## config.mk

```make
export PLATFORM = sky130hd
export DESIGN_NAME = chan_mix
export DESIGN_NICKNAME = d
export VERILOG_FILES = /design/src/rtl/chan_mix.sv
export SDC_FILE = /design/constraint.sdc
export NUM_CORES = 1
export LEC_CHECK = 0
export ABC_CLOCK_PERIOD_IN_PS = 8900
export BUFFER_PORTS_ARGS = -buffer_cell sky130_fd_sc_hd__buf_4
export CAP_MARGIN = 10
export CORE_UTILIZATION = 62
export CTS_CLUSTER_DIAMETER = 80
export DETAILED_ROUTE_END_ITERATION = 8
export PLACE_DENSITY_LB_ADDON = 0.1
export SLEW_MARGIN = 20
export SYNTH_ARGS = -nofsm -noshare
export SYNTH_HDL_FRONTEND = slang
export SYNTH_SLANG_ARGS = --single-unit
export TNS_END_PERCENT = 1
```

## constraint.sdc

```tcl
create_clock -name clk -period 8.9 [get_ports clk]
set_clock_uncertainty 0.2 [all_clocks]
set_input_delay 2.225 -clock clk [delete_from_list [all_inputs] [get_ports clk]]
set_output_delay 2.225 -clock clk [all_outputs]
set_load 0.01 [all_outputs]
```

## src/rtl/chan_mix.sv

```systemverilog
// chan_mix: pairs volume bytes with signed samples, accumulates L/R MACs per frame, emits 16-bit stereo on sync.
// Define MIX_SATURATE_EN to clamp output frames to 16-bit range instead of wrapping.
module chan_mix #(
  parameter int VOL_FIFO_DEPTH = 4,
  parameter int ACC_W = 20,
  parameter int OUT_SHIFT = 2
) (
  input  logic clk,
  input  logic rst,
  input  logic [7:0] in_data,
  input  logic in_stb_mix,
  input  logic [7:0] smp_data,
  input  logic smp_stb,
  input  logic sync_stb,
  output logic signed [15:0] out_l,
  output logic signed [15:0] out_r,
  output logic out_stb,
  output logic err_vol,
  output logic err_smp
);
  localparam int AW = $clog2(VOL_FIFO_DEPTH);
  localparam logic signed [ACC_W-1:0] MAXV = 32767;
  localparam logic signed [ACC_W-1:0] MINV = -32768;
  typedef enum logic [1:0] {IDLE, MUL_L, MUL_R} state_t;
  state_t r_state;
  logic r_phase;
  logic [5:0] r_vol_hold;
  logic [11:0] r_fifo [VOL_FIFO_DEPTH];
  logic [AW-1:0] r_wp, r_rp;
  logic [AW:0] r_cnt;
  logic signed [7:0] r_smp;
  logic [5:0] r_vl, r_vr;
  logic signed [ACC_W-1:0] r_acc_l, r_acc_r;
  logic w_push, w_full, w_empty, w_ins, w_accept, w_pop, w_unused;
  logic signed [13:0] w_a, w_b, w_prod;
  logic signed [ACC_W-1:0] w_add_l, w_add_r;
  assign w_unused = &{1'b0, in_data[7:6]};
  assign w_full = r_cnt == (AW+1)'(VOL_FIFO_DEPTH);
  assign w_empty = r_cnt == '0;
  assign w_push = in_stb_mix && r_phase;
  assign w_ins = w_push && !w_full;
  assign w_accept = smp_stb && r_state != MUL_L;
  assign w_pop = w_accept && !w_empty;
  assign w_a = 14'(r_smp);
  assign w_b = 14'($signed({1'b0, r_state == MUL_L ? r_vl : r_vr}));
  assign w_prod = w_a * w_b;
  assign w_add_l = r_state == MUL_L ? ACC_W'(w_prod) : '0;
  assign w_add_r = r_state == MUL_R ? ACC_W'(w_prod) : '0;
  function automatic logic signed [15:0] conv(input logic signed [ACC_W-1:0] a);
    logic signed [ACC_W-1:0] s;
    s = a >>> OUT_SHIFT;
`ifdef MIX_SATURATE_EN
    return s > MAXV ? 16'sh7fff : (s < MINV ? 16'sh8000 : s[15:0]);
`else
    return s[15:0];
`endif
  endfunction
  always_ff @(posedge clk)
    if (w_ins) r_fifo[r_wp] <= {r_vol_hold, in_data[5:0]};
  // A MAC straddling sync puts its L half in the closing frame and its R half in the new one.
  always_ff @(posedge clk or posedge rst)
    if (rst) begin
      r_state <= IDLE;
      r_phase <= 1'b0;
      r_vol_hold <= '0;
      r_wp <= '0;
      r_rp <= '0;
      r_cnt <= '0;
      r_smp <= '0;
      r_vl <= '0;
      r_vr <= '0;
      r_acc_l <= '0;
      r_acc_r <= '0;
      out_l <= '0;
      out_r <= '0;
      out_stb <= 1'b0;
      err_vol <= 1'b0;
      err_smp <= 1'b0;
    end else begin
      if (in_stb_mix) r_phase <= !r_phase;
      if (in_stb_mix && !r_phase) r_vol_hold <= in_data[5:0];
      if (w_ins) r_wp <= r_wp + 1'b1;
      if (w_pop) r_rp <= r_rp + 1'b1;
      r_cnt <= r_cnt + (AW+1)'(w_ins) - (AW+1)'(w_pop);
      if ((w_push && w_full) || (w_accept && w_empty)) err_vol <= 1'b1;
      if (smp_stb && r_state == MUL_L) err_smp <= 1'b1;
      if (w_pop) {r_smp, r_vl, r_vr} <= {smp_data, r_fifo[r_rp]};
      r_state <= w_pop ? MUL_L : (r_state == MUL_L ? MUL_R : IDLE);
      r_acc_l <= sync_stb ? '0 : r_acc_l + w_add_l;
      r_acc_r <= sync_stb ? w_add_r : r_acc_r + w_add_r;
      out_stb <= sync_stb;
      if (sync_stb) begin
        out_l <= conv(r_acc_l + w_add_l);
        out_r <= conv(r_acc_r);
      end
    end
endmodule

```

; ---- Word level (Yosys, flattened, before mapping)
; Memory sizes are Yosys's and may differ from the RTL's. A register that Yosys moved wholly into a read port is not among the register bits.
; Index checks and enable logic that the tools add are counted.
[word_totals]
ff_bits = 99
ram_bits = 48
inputBits = 21
elab_cells = 49
memories = 1
[classes]
addsub = 7
mul = 1
eq_ne = 4
muxes = 9
n_reduce_logical = 13
[memory_table]
columns = name, words, width, read_ports, rd_clocked_by_memory_dff, wr, line
row1 = r_fifo, 4, 12, 1, 1, 1, 28  ; logic [11:0] r_fifo [VOL_FIFO_DEPTH];
[ops]
columns = operator, n
row1 = $mux 20, 4
row2 = $add 20x20->20, 2
row3 = $add 18x18->18, 1
row4 = $mul 8x7->14, 1
row5 = $logic_and 1x1->1, 8
row6 = $mux 6, 1
row7 = $add 2x1->2 const B, 2
row8 = $mux 2, 2
row9 = $add 3x1->3, 1
row10 = $eq 3x3->1 const B, 1
row11 = $logic_not 1->1, 3
row12 = $logic_not 3->1, 1
row13 = $sub 3x1->3, 1
row14 = $eq 2x1->1 const B, 1
row15 = $eq 2x2->1 const B, 1
row16 = $mux 1, 2
row17 = $ne 2x1->1 const B, 1
row18 = $logic_or 1x1->1, 1

; ---- Depth between registers and ports, before layout
[depth]
word_depth = 6
ltp_mapped = 29
depth_no_buf = 28

; ---- Worst setup path before layout
; No wires, ideal clock.
[synth_timing]
kind = reg2reg
startpoint = register r_state[1]
endpoint = register out_l[14]
t_arrival_ns = 6.612
slack_ns = 1.944
stages_incl_launch_ff = 29
path_buffers = 1
period_less_slack_ns = 6.956
path_cell_list = dfrtp_1 -> nand2b_4 -> inv_1 -> clkbuf_1 -> mux2i_1 -> nand2b_1 -> inv_1 -> fa_1 -> inv_1 -> fa_1 -> inv_1 -> fa_1 -> inv_1 -> fa_1 -> inv_1 -> ha_1 -> a21oi_1 -> nor2_1 -> a211oi_1 -> o31ai_2 -> xnor2_2 -> nor2_2 -> ha_1 -> o21a_1 -> o21ai_0 -> nor2_1 -> a211o_1 -> xnor2_1 -> mux2i_1
[synth_via]
elab_chain_len = 5
[synth_lines]
columns = element, line
row1 = "start, declared", 25  ; state_t r_state;
row2 = "start signal, assigned", 88  ; r_state <= w_pop ? MUL_L : (r_state == MUL_L ? MUL_R : IDLE);
row3 = $eq 2x1->1 (*), "45, 47"
row4 = $mux 6, 45  ; assign w_b = 14'($signed({1'b0, r_state == MUL_L ? r_vl : r_vr}));
row5 = $mul 8x7->14, 46  ; assign w_prod = w_a * w_b;
row6 = $mux 20 (*), 47  ; assign w_add_l = r_state == MUL_L ? ACC_W'(w_prod) : '0;
row7 = $add 18x18->18 (*), 93  ; out_l <= conv(r_acc_l + w_add_l);
row8 = "end signal, assigned", 93
row9 = "end, declared", 15  ; output logic signed [15:0] out_l,
; Every way passes the cells marked *; elsewhere a longest branch is shown, timed or not.
; A chain may end at the register's enable or synchronous reset.

; ---- Final worst setup path
[layout_timing]
startpoint = register r_state[1]
endpoint = register r_acc_r[16]
[layout_via]
elab_chain_len = 6
elab_cells_between_ends = 7
classes_between = 1 x add/sub / 1 x mul / 2 x eq/ne / 3 x mux
[layout_lines]
columns = element, line
row1 = $eq 2x1->1, 45
row2 = $mux 6, 45
row3 = $mul 8x7->14, 46
row4 = $mux 20 (*), 48  ; assign w_add_r = r_state == MUL_R ? ACC_W'(w_prod) : '0;
row5 = $add 20x20->20, 90  ; r_acc_r <= sync_stb ? w_add_r : r_acc_r + w_add_r;
row6 = $mux 20 (*), 90
row7 = "end signal, assigned", 90
row8 = "end, declared", 33  ; logic signed [ACC_W-1:0] r_acc_l, r_acc_r;
; Marked as above.

==> metrics.yaml <==
hold_path_depth: 1
synth_top_cell_by_area: "dfrtp_1"
tightest_slew_ps: 1070
yosysTopAreaCellShare: 0.291
cpPeakStageDelay_ps: 870
drive_above_1_share: 0.175
yosysUniqueCellTypes: 62
post-route-period-util: 0.903
synth_common_cells: "107 x dfrtp_1, 89 x inv_1, 67 x ha_1"
viasPerCell: 5.60
worstPathRequired_ps: 9050
setup_viol: 0
cts-resized-gates: 0
synth_ff_type: "dfrtp_1"
endpoint: "r_acc_r[16]"
async_flop_share: 0.690
antenna_cells: 0
synth_area_leaders: "dfrtp_1 29%, edfxtp_1 16%, ha_1 9.1%"
critPathSlowestCell: "a311oi_1"
drc: 0
h-tree-depth: 4
die_area_um2: 15300
yosysSeqAreaShare: 0.448
vias: 5926
cts-root-buf: "clkbuf_16"
port_buffers: 53
rsz0062_at_grt: "no"
cts_setup_buffers: 0
die_w_um: 124
crit_path_end_kind: "register"
areaGrowthSynthToFinish_pct: 12.6
crit_arrival_ps: 8180
design.portCount: 56
antenna_found_initial: 0
crit_fanout: 14
core_um2: 14500
timing.rr.start: "r_state[1]"
synth_edf_count: 48
start_kind: "register"
max_freq_mhz: 124
max-slew-margin-rel: 0.281
ys_seq_elements: 155
fin_setup_tns_ps: 0
period_minus_slack_ps: 8030
grt_pass1_wl_um: 28800
syn-cell-area_um2: 9200
crit_start: "r_state[1]"
syn_avg_cell_area_um2: 11.4
grtUsageTotal: 0.247
path_clk_slew_ps: 70
status: "finished, final reports clean"
ant_nets: 0
finalHoldViolations: 0
totalWireLength_um: 17100
cts_buffers: 17
maxCapViolCount: 0
hold_path.class: "reg -> reg"
cts_hold_buf: 0
grt.overflow.total: 0
dp_hpwl_um: 12300
wl_per_cell_um: 16.2
clock_latency_ps: 430
rows: 44
die_y_um: 124
grt_pass1_vias: 6017
gp_congestion: 0.845
start_util: 0.635
cts_tree: "built"
reg2reg_depth: 25
r2r_slack_ps: 870
finalNetCount: 985
synth_most_common_cell: "dfrtp_1"
r2r_end: "r_acc_r[16]"
syn_nets: 929
cts.path.max_buffers: 2
grt_max_degree: 86
clock_sinks: 155
yosys_warnings: 0
worst_path_most_repeated_cell: "inv_1"
synthCells: 805
slew_viol_final: 0
dr.first_iter.drc_count: 367
path_class: "reg -> reg"
firstDrtPassIters: 5
==> area by class of cell <==
class / count / area [µm²]
Clock buffer: 17 / 425
Sequential cell: 155 / 4120
Inverter: 90 / 340
Multi-Input combinational cell: 542 / 4680
Timing Repair Buffer: 55 / 413
Fill cell: 1013 / 4120
Tap cell: 184 / 230
Clock inverter: 15 / 153
==> registers in the layout, indices dropped and copies added (netlist names), 3 cells and up <==
register	count
r_vr	6
out_r	16
out_l	16
r_vol_hold	6
r_acc_r	18
r_vl	6
r_smp	8
r_fifo	48
r_acc_l	18
r_cnt	3
==> worst min-delay path by stage <==
stage             from      end  slack [ps]
2_1_floorplan  r_phase  r_phase         260
3_3_place_gp   err_smp  err_smp         240
3_5_place_dp   err_smp  err_smp         250
4_1_cts        err_smp  err_smp         270
5_1_grt        err_smp  err_smp         280
6_report       err_smp  err_smp         270
==> layer usage <==
layer | GRT usage | part of all wire
met1 | 0.327 | 0.45
met2 | 0.409 | 0.50
met3 | 0.0545 | 0.037
met4 | 0.0730 | 0.015
met5 | 0 | 0
==> cells in the final DEF, fill, tap and decap left out, types with 27 or more instances in the layout <==
master,count
a21oi_1,27
buf_4,55
dfrtp_1,107
edfxtp_1,48
fa_1,36
ha_1,67
inv_1,88
mux2_2,37
nand2_1,53
nor2_1,64
nor2b_1,43
o21ai_0,30
==> metrics by stage <==
step	utilization	area [µm²]	hold WS, ps	setup slack [ps]	std cells
after floorplan	-	9200	261	1940	805
after global placement	0.676	9780	243	1130	1026
after detailed placement	0.676	9780	250	996	1026
after CTS	0.716	10400	266	951	1058
after global routing	0.716	10400	282	435	1058
final	0.716	10400	265	865	1058
==> worst max-delay path: cells and delay by family (launching register included) <==
family          cells  cell delay, ps
buf+inv             5             620
compound gates      7            2350
mux                 1             660
xor+xnor            1             170
flops               1             390
simple gates        5             690
fa+ha+maj           6            2850
==> cells by family (layout without fill, tap and decap cells) <==
family                   count (synthesis)  in the layout  share of synthesized area
XOR/XNOR                                51             51                     0.0510
AO/OA/AOI/OAI                          113            113                     0.0820
flip-flops                             155            155                      0.448
multiplexers                            67             67                     0.0948
buffers and inverters                  108            177                     0.0442
adder cells (fa/ha/maj)                103            103                      0.169
AND/OR/NAND/NOR                        208            208                      0.111
Power is not shown: default switching activity piles up to over one toggle a cycle in this logic, so the estimate is an artifact.
